File: src/rtl/hazard_pkg.sv
// Shared definitions for the hazard stall unit.
//   md_state_t         : MUL/DIV interlock FSM states (IDLE, BUSY)
//   REG_ZERO           : x0, which never creates a dependency
//   MD_LATENCY_DEFAULT : default EX occupancy of a MUL/DIV instruction
//   reg_match()        : true when rd is non-zero and equals a used source register
package hazard_pkg;

  typedef enum logic [0:0] {IDLE, BUSY} md_state_t;

  localparam logic [4:0] REG_ZERO = 5'd0;

  localparam int unsigned MD_LATENCY_DEFAULT = 4;

  function automatic logic reg_match(input logic [4:0] rd,
                                     input logic [4:0] rs1, input logic use_rs1,
                                     input logic [4:0] rs2, input logic use_rs2);
    return (rd != REG_ZERO) && ((use_rs1 && (rs1 == rd)) || (use_rs2 && (rs2 == rd)));
  endfunction

endpackage

File: src/rtl/hazard_stall_unit_if.sv
// Pipeline-to-hazard-unit bundle.
//   slave  : the hazard unit (reads ID/EX/MEM fields, drives stall/flush controls)
//   master : the pipeline (drives ID/EX/MEM fields, reads stall/flush controls)
// Inputs : ID_RS1, ID_RS2, ID_Use_RS1, ID_Use_RS2, ID_Branch, Branch_Taken,
//          ID_EX_RD, ID_EX_RegWrite, ID_EX_MemRead, ID_EX_MulDiv, EX_MEM_RD, EX_MEM_MemRead
// Outputs: PC_Write, IF_ID_Write, IF_Flush, ID_EX_NoOp, ID_EX_Hold, EX_MEM_NoOp, MD_Busy,
//          Stall_Cycles, Flush_Count
interface hazard_stall_unit_if;

  logic [4:0]  ID_RS1;
  logic [4:0]  ID_RS2;
  logic        ID_Use_RS1;
  logic        ID_Use_RS2;
  logic        ID_Branch;
  logic        Branch_Taken;
  logic [4:0]  ID_EX_RD;
  logic        ID_EX_RegWrite;
  logic        ID_EX_MemRead;
  logic        ID_EX_MulDiv;
  logic [4:0]  EX_MEM_RD;
  logic        EX_MEM_MemRead;

  logic        PC_Write;
  logic        IF_ID_Write;
  logic        IF_Flush;
  logic        ID_EX_NoOp;
  logic        ID_EX_Hold;
  logic        EX_MEM_NoOp;
  logic        MD_Busy;
  logic [31:0] Stall_Cycles;
  logic [31:0] Flush_Count;

  modport slave (
    input  ID_RS1, ID_RS2, ID_Use_RS1, ID_Use_RS2, ID_Branch, Branch_Taken,
           ID_EX_RD, ID_EX_RegWrite, ID_EX_MemRead, ID_EX_MulDiv, EX_MEM_RD, EX_MEM_MemRead,
    output PC_Write, IF_ID_Write, IF_Flush, ID_EX_NoOp, ID_EX_Hold, EX_MEM_NoOp, MD_Busy,
           Stall_Cycles, Flush_Count
  );

  modport master (
    output ID_RS1, ID_RS2, ID_Use_RS1, ID_Use_RS2, ID_Branch, Branch_Taken,
           ID_EX_RD, ID_EX_RegWrite, ID_EX_MemRead, ID_EX_MulDiv, EX_MEM_RD, EX_MEM_MemRead,
    input  PC_Write, IF_ID_Write, IF_Flush, ID_EX_NoOp, ID_EX_Hold, EX_MEM_NoOp, MD_Busy,
           Stall_Cycles, Flush_Count
  );

endinterface

File: src/rtl/md_interlock.sv
// MUL/DIV interlock: keeps a MUL/DIV instruction in EX for MD_LATENCY cycles.
//   clk_i, rst_i : clock, synchronous active-high reset
//   mul_div      : instruction in EX is MUL/DIV
//   md_stall     : hold the pipeline this cycle
//   md_busy      : FSM is in BUSY
// MD_LATENCY of 1 removes the FSM entirely.
module md_interlock
  import hazard_pkg::*;
#(
  parameter int unsigned MD_LATENCY = MD_LATENCY_DEFAULT,
  parameter int unsigned CNT_W      = 4
) (
  input  logic clk_i,
  input  logic rst_i,
  input  logic mul_div,
  output logic md_stall,
  output logic md_busy
);

  if (MD_LATENCY >= 2) begin : g_fsm
    // The IDLE cycle that accepts the op is itself a stall cycle, hence the -2.
    localparam logic [CNT_W-1:0] CntInit = CNT_W'(MD_LATENCY - 2);

    md_state_t        state_q, state_d;
    logic [CNT_W-1:0] cnt_q, cnt_d;

    always_ff @(posedge clk_i) begin
      if (rst_i) begin
        state_q <= IDLE;
        cnt_q   <= '0;
      end else begin
        state_q <= state_d;
        cnt_q   <= cnt_d;
      end
    end

    always_comb begin
      state_d = state_q;
      cnt_d   = cnt_q;
      unique case (state_q)
        IDLE: begin
          if (mul_div) begin
            state_d = BUSY;
            cnt_d   = CntInit;
          end
        end
        BUSY: begin
          if (cnt_q != '0) begin
            cnt_d = cnt_q - 1'b1;
          end else begin
            state_d = IDLE;
          end
        end
        default: state_d = IDLE;
      endcase
    end

    always_comb begin
      md_stall = 1'b0;
      md_busy  = (state_q == BUSY);
      unique case (state_q)
        IDLE:    md_stall = mul_div;
        BUSY:    md_stall = (cnt_q != '0);
        default: md_stall = 1'b0;
      endcase
    end
  end else begin : g_no_fsm
    logic unused_inputs;
    assign unused_inputs = ^{clk_i, rst_i, mul_div};
    assign md_stall      = 1'b0;
    assign md_busy       = 1'b0;
  end

endmodule

File: src/rtl/hazard_stall_unit.sv
// Stall/flush controller beside the ID stage of a 5-stage RISC-V pipeline.
//   clk_i, rst_i : clock, synchronous active-high reset
//   hz (slave)   : ID/EX/MEM hazard fields in; PC/IF_ID enables, flush, bubble and
//                  hold controls, MD_Busy and perf counters out
// Priority: reset > MUL/DIV interlock > load-use / branch operand stall > taken flush.
// HAZARD_PERF_EN: when defined, Stall_Cycles and Flush_Count count PC_Write=0 and
// IF_Flush=1 cycles outside reset; otherwise both read 0.
module hazard_stall_unit
  import hazard_pkg::*;
#(
  parameter int unsigned MD_LATENCY = MD_LATENCY_DEFAULT,
  parameter int unsigned CNT_W      = 4
) (
  input logic                clk_i,
  input logic                rst_i,
  hazard_stall_unit_if.slave hz
);

  logic md_stall, md_busy;
  logic load_use, br_ex, br_mem;
  logic pc_write, if_id_write, if_flush, id_ex_noop, id_ex_hold, ex_mem_noop;

  md_interlock #(
    .MD_LATENCY(MD_LATENCY),
    .CNT_W     (CNT_W)
  ) u_md_interlock (
    .clk_i   (clk_i),
    .rst_i   (rst_i),
    .mul_div (hz.ID_EX_MulDiv),
    .md_stall(md_stall),
    .md_busy (md_busy)
  );

  assign load_use = hz.ID_EX_MemRead &&
                    reg_match(hz.ID_EX_RD, hz.ID_RS1, hz.ID_Use_RS1, hz.ID_RS2, hz.ID_Use_RS2);
  assign br_ex    = hz.ID_Branch && hz.ID_EX_RegWrite &&
                    reg_match(hz.ID_EX_RD, hz.ID_RS1, hz.ID_Use_RS1, hz.ID_RS2, hz.ID_Use_RS2);
  assign br_mem   = hz.ID_Branch && hz.EX_MEM_MemRead &&
                    reg_match(hz.EX_MEM_RD, hz.ID_RS1, hz.ID_Use_RS1, hz.ID_RS2, hz.ID_Use_RS2);

  always_comb begin
    pc_write    = 1'b1;
    if_id_write = 1'b1;
    if_flush    = 1'b0;
    id_ex_noop  = 1'b0;
    id_ex_hold  = 1'b0;
    ex_mem_noop = 1'b0;
    if (rst_i) begin
      pc_write    = 1'b0;
      if_id_write = 1'b0;
      if_flush    = 1'b1;
      id_ex_noop  = 1'b1;
      ex_mem_noop = 1'b1;
    end else if (md_stall) begin
      pc_write    = 1'b0;
      if_id_write = 1'b0;
      id_ex_hold  = 1'b1;
      ex_mem_noop = 1'b1;
    end else if (load_use || br_ex || br_mem) begin
      pc_write    = 1'b0;
      if_id_write = 1'b0;
      id_ex_noop  = 1'b1;
    end else if (hz.ID_Branch && hz.Branch_Taken) begin
      if_flush    = 1'b1;
    end
  end

  assign hz.PC_Write    = pc_write;
  assign hz.IF_ID_Write = if_id_write;
  assign hz.IF_Flush    = if_flush;
  assign hz.ID_EX_NoOp  = id_ex_noop;
  assign hz.ID_EX_Hold  = id_ex_hold;
  assign hz.EX_MEM_NoOp = ex_mem_noop;
  // The FSM may still hold BUSY during the first reset cycle; hide it.
  assign hz.MD_Busy     = md_busy && !rst_i;

`ifdef HAZARD_PERF_EN
  logic [31:0] stall_cycles_q, flush_count_q;

  always_ff @(posedge clk_i) begin
    if (rst_i) begin
      stall_cycles_q <= '0;
      flush_count_q  <= '0;
    end else begin
      if (!pc_write) stall_cycles_q <= stall_cycles_q + 32'd1;
      if (if_flush)  flush_count_q  <= flush_count_q + 32'd1;
    end
  end

  assign hz.Stall_Cycles = stall_cycles_q;
  assign hz.Flush_Count  = flush_count_q;
`else
  assign hz.Stall_Cycles = 32'd0;
  assign hz.Flush_Count  = 32'd0;
`endif

endmodule

File: src/flat_wrapper.sv
// flat-port wrapper written by rule: the top's interface ports become plain ports
module hazard_stall_unit_flat import hazard_pkg::*;
#(
  parameter int unsigned MD_LATENCY = MD_LATENCY_DEFAULT,
  parameter int unsigned CNT_W      = 4
)
  (clk_i, rst_i, hz_ID_RS1, hz_ID_RS2, hz_ID_Use_RS1, hz_ID_Use_RS2, hz_ID_Branch, hz_Branch_Taken, hz_ID_EX_RD, hz_ID_EX_RegWrite, hz_ID_EX_MemRead, hz_ID_EX_MulDiv, hz_EX_MEM_RD, hz_EX_MEM_MemRead, hz_PC_Write, hz_IF_ID_Write, hz_IF_Flush, hz_ID_EX_NoOp, hz_ID_EX_Hold, hz_EX_MEM_NoOp, hz_MD_Busy, hz_Stall_Cycles, hz_Flush_Count);
  hazard_stall_unit_if hz_i ();
  input logic clk_i;
  input logic rst_i;
  input wire logic [$bits(hz_i.ID_RS1)-1:0] hz_ID_RS1;
  input wire logic [$bits(hz_i.ID_RS2)-1:0] hz_ID_RS2;
  input wire logic [$bits(hz_i.ID_Use_RS1)-1:0] hz_ID_Use_RS1;
  input wire logic [$bits(hz_i.ID_Use_RS2)-1:0] hz_ID_Use_RS2;
  input wire logic [$bits(hz_i.ID_Branch)-1:0] hz_ID_Branch;
  input wire logic [$bits(hz_i.Branch_Taken)-1:0] hz_Branch_Taken;
  input wire logic [$bits(hz_i.ID_EX_RD)-1:0] hz_ID_EX_RD;
  input wire logic [$bits(hz_i.ID_EX_RegWrite)-1:0] hz_ID_EX_RegWrite;
  input wire logic [$bits(hz_i.ID_EX_MemRead)-1:0] hz_ID_EX_MemRead;
  input wire logic [$bits(hz_i.ID_EX_MulDiv)-1:0] hz_ID_EX_MulDiv;
  input wire logic [$bits(hz_i.EX_MEM_RD)-1:0] hz_EX_MEM_RD;
  input wire logic [$bits(hz_i.EX_MEM_MemRead)-1:0] hz_EX_MEM_MemRead;
  output wire logic [$bits(hz_i.PC_Write)-1:0] hz_PC_Write;
  output wire logic [$bits(hz_i.IF_ID_Write)-1:0] hz_IF_ID_Write;
  output wire logic [$bits(hz_i.IF_Flush)-1:0] hz_IF_Flush;
  output wire logic [$bits(hz_i.ID_EX_NoOp)-1:0] hz_ID_EX_NoOp;
  output wire logic [$bits(hz_i.ID_EX_Hold)-1:0] hz_ID_EX_Hold;
  output wire logic [$bits(hz_i.EX_MEM_NoOp)-1:0] hz_EX_MEM_NoOp;
  output wire logic [$bits(hz_i.MD_Busy)-1:0] hz_MD_Busy;
  output wire logic [$bits(hz_i.Stall_Cycles)-1:0] hz_Stall_Cycles;
  output wire logic [$bits(hz_i.Flush_Count)-1:0] hz_Flush_Count;
  assign hz_i.ID_RS1 = hz_ID_RS1;
  assign hz_i.ID_RS2 = hz_ID_RS2;
  assign hz_i.ID_Use_RS1 = hz_ID_Use_RS1;
  assign hz_i.ID_Use_RS2 = hz_ID_Use_RS2;
  assign hz_i.ID_Branch = hz_ID_Branch;
  assign hz_i.Branch_Taken = hz_Branch_Taken;
  assign hz_i.ID_EX_RD = hz_ID_EX_RD;
  assign hz_i.ID_EX_RegWrite = hz_ID_EX_RegWrite;
  assign hz_i.ID_EX_MemRead = hz_ID_EX_MemRead;
  assign hz_i.ID_EX_MulDiv = hz_ID_EX_MulDiv;
  assign hz_i.EX_MEM_RD = hz_EX_MEM_RD;
  assign hz_i.EX_MEM_MemRead = hz_EX_MEM_MemRead;
  assign hz_PC_Write = hz_i.PC_Write;
  assign hz_IF_ID_Write = hz_i.IF_ID_Write;
  assign hz_IF_Flush = hz_i.IF_Flush;
  assign hz_ID_EX_NoOp = hz_i.ID_EX_NoOp;
  assign hz_ID_EX_Hold = hz_i.ID_EX_Hold;
  assign hz_EX_MEM_NoOp = hz_i.EX_MEM_NoOp;
  assign hz_MD_Busy = hz_i.MD_Busy;
  assign hz_Stall_Cycles = hz_i.Stall_Cycles;
  assign hz_Flush_Count = hz_i.Flush_Count;
  hazard_stall_unit #(.MD_LATENCY(MD_LATENCY), .CNT_W(CNT_W)) u_core (.clk_i(clk_i), .rst_i(rst_i), .hz(hz_i));
endmodule
File: config.mk
export PLATFORM = sky130hd
export DESIGN_NAME = hazard_stall_unit_flat
export DESIGN_NICKNAME = d
export VERILOG_FILES = /design/src/rtl/hazard_pkg.sv /design/src/rtl/hazard_stall_unit_if.sv /design/src/rtl/md_interlock.sv /design/src/rtl/hazard_stall_unit.sv /design/src/flat_wrapper.sv
export SDC_FILE = /design/constraint.sdc
export NUM_CORES = 1
export LEC_CHECK = 0
export BUFFER_PORTS_ARGS = -buffer_cell sky130_fd_sc_hd__buf_2
export CAP_MARGIN = 10
export CORE_MARGIN = 2
export CORE_UTILIZATION = 33
export CTS_BUF_LIST = sky130_fd_sc_hd__clkbuf_8 sky130_fd_sc_hd__clkbuf_16
export DETAILED_ROUTE_END_ITERATION = 10
export HOLD_SLACK_MARGIN = 0.06
export PLACE_DENSITY = 0.77
export RECOVER_POWER = 50
export SLEW_MARGIN = 0
export SYNTH_ARGS = -nofsm -noshare
export SYNTH_HDL_FRONTEND = slang
export SYNTH_SLANG_ARGS = --single-unit
File: constraint.sdc
create_clock -name clk_i -period 1.4 [get_ports clk_i]
set_input_delay 0.07 -clock clk_i [delete_from_list [all_inputs] [get_ports clk_i]]
set_output_delay 0.07 -clock clk_i [all_outputs]
set_load 0.005 [all_outputs]
==> results of run 1 <==
-- kinds of logic (layout without fill, tap and decap cells) --
kind of cell,Yosys count,in the layout,synth area share (%)
compound gates,16,16,10.44
xor+xnor,20,20,16.81
fa+ha+maj,2,2,2.401
buf+inv,68,59,47.90
flops,5,5,9.604
other cells,1,64,0.3598
simple gates,26,26,12.49
-- repair_timing --
| action | CTS | global route |
|---|---|---|
| gates cloned | 0 | 0 |
| resized for setup | 11 | 11 |
| endpoints found under the setup margin | 8 | 10 |
| setup buffers | 5 | 2 |
| pin swaps | 7 | 4 |
-- flip-flops by register name, summed over array words and instances, names as in the netlist --
register                           flops
u_core.u_md_interlock.g_fsm.cnt_q      4
u_core.u_md_interlock.md_busy          1
-- layout make-up --
cell class,count,share of cell area [%]
clock buffer,3,3.271
clock inverter,1,0.3964
inverter,3,0.8920
multi-input combinational,128,57.19
sequential,5,8.127
tap,44,4.361
timing repair buffer,52,25.77
-- synth_stat cells, drive strengths merged --
library cell	count
buf	65
xnor2	20
nor2	8
dfxtp	5
nand2	5
o21ai	5
nand4	4
a21oi	3
inv	3
nand2b	3
ha	2
nor3	2
o22ai	2
a21o	1
a22oi	1
a311oi	1
a41o	1
and2	1
conb	1
nor2b	1
nor3b	1
o21bai	1
o311a	1
or3	1
-- per-stage QoR --
stage	setup TNS, ns	worst slack (ns)
2_1_floorplan	0	0.02677
3_3_place_gp	-0.1705	-0.06582
3_5_place_dp	-0.2476	-0.09793
4_1_cts	-0.7356	-0.1363
5_1_grt	-1.513	-0.2441
6_report	-0.7549	-0.1491
-- per-layer routing --
layer,up-vias,share of wire (%)
met2,70,48
met1,374,38
li1,430,-
met4,0,1.5
met3,4,12
met5,-,0
-- cell usage in the layout, fill, tap and decap left out, types with 2 or more instances in the layout --
master and instances:
a21oi_1 2, nor2_1 5, dfxtp_2 2, nor2_2 3, conb_1 64, nand4_1 4, inv_2 3, nand2b_1 3
nand2_1 5, dfxtp_1 3, buf_6 5, o21ai_1 4, buf_4 14, xnor2_1 20, buf_2 32, clkbuf_8 3
nor3_1 2, o22ai_1 2
-- critical path: stages (launching register included) --
cell     delay, ns
dfxtp_2       0.32
inv_2         0.07
ha_4          0.13
nor3b_4       0.21
a21oi_2       0.09
nor2_2        0.17
and2_4        0.18
buf_6         0.09
-- path summary, 6_finish.rpt --
kind,startpoint,to,slack (ns)
worst max-delay path,u_core.u_md_interlock.g_fsm.cnt_q[0],hz_PC_Write,-0.15
worst min-delay path,rst_i,u_core.u_md_interlock.g_fsm.cnt_q[1],0.11
worst max register to register,u_core.u_md_interlock.g_fsm.cnt_q[0],u_core.u_md_interlock.g_fsm.cnt_q[2],-0.05
worst min register to register,u_core.u_md_interlock.g_fsm.cnt_q[2],u_core.u_md_interlock.g_fsm.cnt_q[2],0.53
-- report_power, final --
part           total (mW)  internal, mW  leakage (nW)  switching, mW
registers           0.174         0.159        0.0417         0.0145
clock network       0.267         0.191        0.0255         0.0752
logic               0.409         0.215         0.581          0.195
total               0.849         0.565         0.648          0.284
==> results_dict.tcl, run 1 <==
set metrics [dict create \
    clock-sinks 5 \
    hpwl_um 1793 \
    top_usage_layer "met2" \
    cts_tree "yes" \
    max_freq_ghz 0.6456 \
    synth_top_area_cell "buf_4" \
    drtIter0Drc 22 \
    synthCells 138 \
    syn2layout_area_growth_pct 21.13 \
    setup_viol 7 \
    routabilityCongestion 0.8610 \
    synth.yosys.seq_area_share_pct 9.604 \
    grt_pass1_wl_um 2987 \
    place_inst 225 \
    core_area_um2 3028 \
    grt_usage_pct 11.23 \
    slew_violations 0 \
    path_max_fanout 4 \
    antenna_found_initial 0 \
    timing.final.crit_share_pct 110.6 \
    ff_latch_area_um2 102.6 \
    ys_ff_latch 5 \
    cap_violations 0 \
    fin_area_um2 1262 \
    layout_min_cycle_time_ns 1.549 \
    clk_pin_slew_ns 0.04 \
    grt_start_max_net_pins 8 \
    ys.warnings.count 0 \
    rows 20 \
    p_per_area_nw_per_um2 672.9 \
    path_class "reg -> out" \
    drt-pass1-iter-count 4 \
    postCtsHoldBufs 0 \
    syn_area_per_cell_um2 7.553 \
    drt-vias-per-instance 3.720 \
    io_pins 101 \
    p_leak_nw 0.6480 \
    multi_input_comb_area_um2 721.9 \
    outcome "finished with violations" \
    endpoint_kind "output port" \
    port_buffers 36 \
    htree_num_levels 1 \
    die_area_um2 3624 \
    drc_errors 0 \
    die_w_um 60.20 \
    grtUsageMet3_pct 3.680 \
    worst_slack_ns -0.1491 \
    start_kind "register" \
    whs_path_depth 2 \
    cts_made_buffers 3 \
    drt_wl_total_um 2081 \
    initial_utilization_pct 34.42 \
    hp-class "in -> reg" \
    dpl-instance-area_um2 1102 \
    synth.area.top_cells "buf_4 47%, xnor2_1 17%, dfxtp_1 9.6%" \
    grt_overflow 0 \
    clockRootBuffer "clkbuf_8" \
    use_met2_pct 19.10 \
    failed_checks "setup timing" \
    ir_drop_mv 0.1827 \
    whs_ns 0.1129 \
    final_util_pct 41.69 \
    finalHoldViolCount 0 \
    power_uw 849.5 \
    clk_path_buf_depth 2 \
    drive_gt1_share_pct 35.94 \
    routedWlPerCell_um 8.818 \
    clk_latency_ns 0.22 \
    finalClockSkew_ns 0.001832 \
    num_vias 878 \
    postRouteAntennaNets 0 \
    die_y_um 60.20 \
    antenna_cells 0 \
    met1_usage_pct 12.74 \
    rsz0062_at_grt "yes" \
    ff2ff_path_depth 9 \
    final_cells 236 \
    final_nets 225 \
    yosysTopAreaCellShare_pct 46.82 \
    arrival_ns 1.48 \
    grt_pass1_vias 727 \
    cp.required_ns 1.33 \
    yosysUniqueCellTypes 24 \
    synth_area_um2 1042 \
    nFillCells 320 \
]
Note: power is estimated with default switching activity, not from simulation.
==> run 2: changes to the inputs <==
--- a/config.mk
+++ b/config.mk
@@ -7,13 +7,12 @@
 export LEC_CHECK = 0
 export BUFFER_PORTS_ARGS = -buffer_cell sky130_fd_sc_hd__buf_2
 export CAP_MARGIN = 10
-export CORE_MARGIN = 2
+export CORE_MARGIN = 4
 export CORE_UTILIZATION = 33
 export CTS_BUF_LIST = sky130_fd_sc_hd__clkbuf_8 sky130_fd_sc_hd__clkbuf_16
 export DETAILED_ROUTE_END_ITERATION = 10
 export HOLD_SLACK_MARGIN = 0.06
 export PLACE_DENSITY = 0.77
-export RECOVER_POWER = 50
 export SLEW_MARGIN = 0
 export SYNTH_ARGS = -nofsm -noshare
 export SYNTH_HDL_FRONTEND = slang
==> results_dict.tcl, run 2 (synthesized netlist as in run 1, its figures left out) <==
set metrics [dict create \
    grt_usage_pct 10.00 \
    hp-class "in -> reg" \
    grt_pass1_wl_um 3256 \
    dpl-instance-area_um2 1110 \
    clk_latency_ns 0.22 \
    path_class "reg -> out" \
    initial_utilization_pct 34.42 \
    slew_violations 0 \
    rows 20 \
    io_pins 101 \
    ir_drop_mv 0.2184 \
    grt_pass1_vias 780 \
    whs_ns 0.1462 \
    outcome "finished with violations" \
    finalClockSkew_ns 0.001754 \
    drtIter0Drc 87 \
    die_w_um 64.20 \
    failed_checks "setup timing" \
    top_usage_layer "met2" \
    drt_wl_total_um 2350 \
    cap_violations 0 \
    cts_made_buffers 3 \
    endpoint_kind "output port" \
    path_max_fanout 3 \
    p_leak_nw 0.6575 \
    worst_slack_ns -0.2006 \
    final_nets 226 \
    grt_overflow 0 \
    drt-vias-per-instance 3.713 \
    nFillCells 308 \
    clock-sinks 5 \
    top_register "u_core.u_md_interlock.g_fsm.cnt_q" \
    p_per_area_nw_per_um2 671.4 \
    core_area_um2 3028 \
    num_vias 880 \
    drt-pass1-iter-count 3 \
    die_y_um 64.20 \
    finalHoldViolCount 0 \
    grtUsageMet3_pct 3.163 \
    cp.required_ns 1.33 \
    met1_usage_pct 10.17 \
    fin_area_um2 1277 \
    grt_start_max_net_pins 8 \
    antenna_cells 0 \
    use_met2_pct 18.45 \
    syn2layout_area_growth_pct 22.57 \
    htree_num_levels 1 \
    layout_min_cycle_time_ns 1.601 \
    routedWlPerCell_um 9.916 \
    start_kind "register" \
    max_freq_ghz 0.6248 \
    postRouteAntennaNets 0 \
    drive_gt1_share_pct 36.79 \
    hpwl_um 2006 \
    setup_viol 9 \
    final_common_cell "conb_1" \
    mostFrequentLayoutCells "64 x conb_1, 34 x buf_2, 20 x xnor2_1, 14 x buf_4, 7 x nor2_1" \
    clk_pin_slew_ns 0.04 \
    clk_path_buf_depth 2 \
    rsz0062_at_grt "yes" \
    die_area_um2 4122 \
    port_buffers 36 \
    cts_tree "yes" \
    arrival_ns 1.53 \
    antenna_found_initial 0 \
    routabilityCongestion 0.8094 \
    timing.final.crit_share_pct 114.3 \
    largest_register_ffs 4 \
    clockRootBuffer "clkbuf_8" \
    drc_errors 0 \
]
==> run 2: final timing paths <==
kind	from	end	slack (ns)	depth (start not counted)
min	rst_i	u_core.u_md_interlock.md_busy	0.15	2
max	u_core.u_md_interlock.g_fsm.cnt_q[1]	hz_ID_EX_NoOp	-0.20	7
max reg2reg	u_core.u_md_interlock.g_fsm.cnt_q[0]	u_core.u_md_interlock.g_fsm.cnt_q[3]	-0.09	9
min reg2reg	u_core.u_md_interlock.g_fsm.cnt_q[2]	u_core.u_md_interlock.g_fsm.cnt_q[2]	0.51	2
==> run 2: critical path, cell delays in order (launching register included) <==
cell	delay, ns
dfxtp_2	0.31
inv_2	0.07
ha_4	0.12
nor3b_4	0.22
a21oi_2	0.12
buf_4	0.15
o21bai_1	0.16
buf_2	0.15
==> run 2: repair_timing <==
action                     in CTS  in global routing
setup endpoints to repair       8                 10
buffers inserted                5                  4
pin swaps                       5                  6
gates resized for setup        14                 11
hold buffers                    0                  0
==> run 2: cell type report <==
| class | count | area [um2] | share of cell area [%] |
|---|---|---|---|
| Clock inverter | 1 | 3.754 | 0.2938 |
| Sequential cell | 5 | 102.6 | 8.031 |
| Multi-Input combinational cell | 128 | 732.0 | 57.30 |
| Inverter | 3 | 11.26 | 0.8815 |
| Clock buffer | 3 | 41.29 | 3.232 |
| Timing Repair Buffer | 53 | 331.6 | 25.95 |
| Tap cell | 44 | 55.05 | 4.309 |
==> run 2: through the flow <==
stage	power, mW	std cells	setup WS, ns	setup TNS (ns)	util, %
floorplan	0.4819	201	0.02677	0	-
global placement	0.4921	226	-0.1105	-0.3647	36.65
detailed placement	0.4979	226	-0.07939	-0.2804	36.65
CTS	0.8296	235	-0.1689	-0.8989	40.74
global route	0.9222	237	-0.2982	-2.022	42.19
finish	0.8577	237	-0.2006	-1.048	42.19
==> run 2: where the power goes <==
group | total, mW | leakage, nW | switching [mW] | internal, mW
clock network | 0.266 | 0.0269 | 0.0778 | 0.189
logic | 0.416 | 0.589 | 0.200 | 0.216
registers | 0.175 | 0.0417 | 0.0159 | 0.159
total | 0.858 | 0.658 | 0.294 | 0.564
==> run 2: routing by layer <==
layer	vias to the layer above	part of all wire, %
met3	6	13
li1	429	-
met5	-	0
met1	378	32
met2	67	52
met4	0	2.2
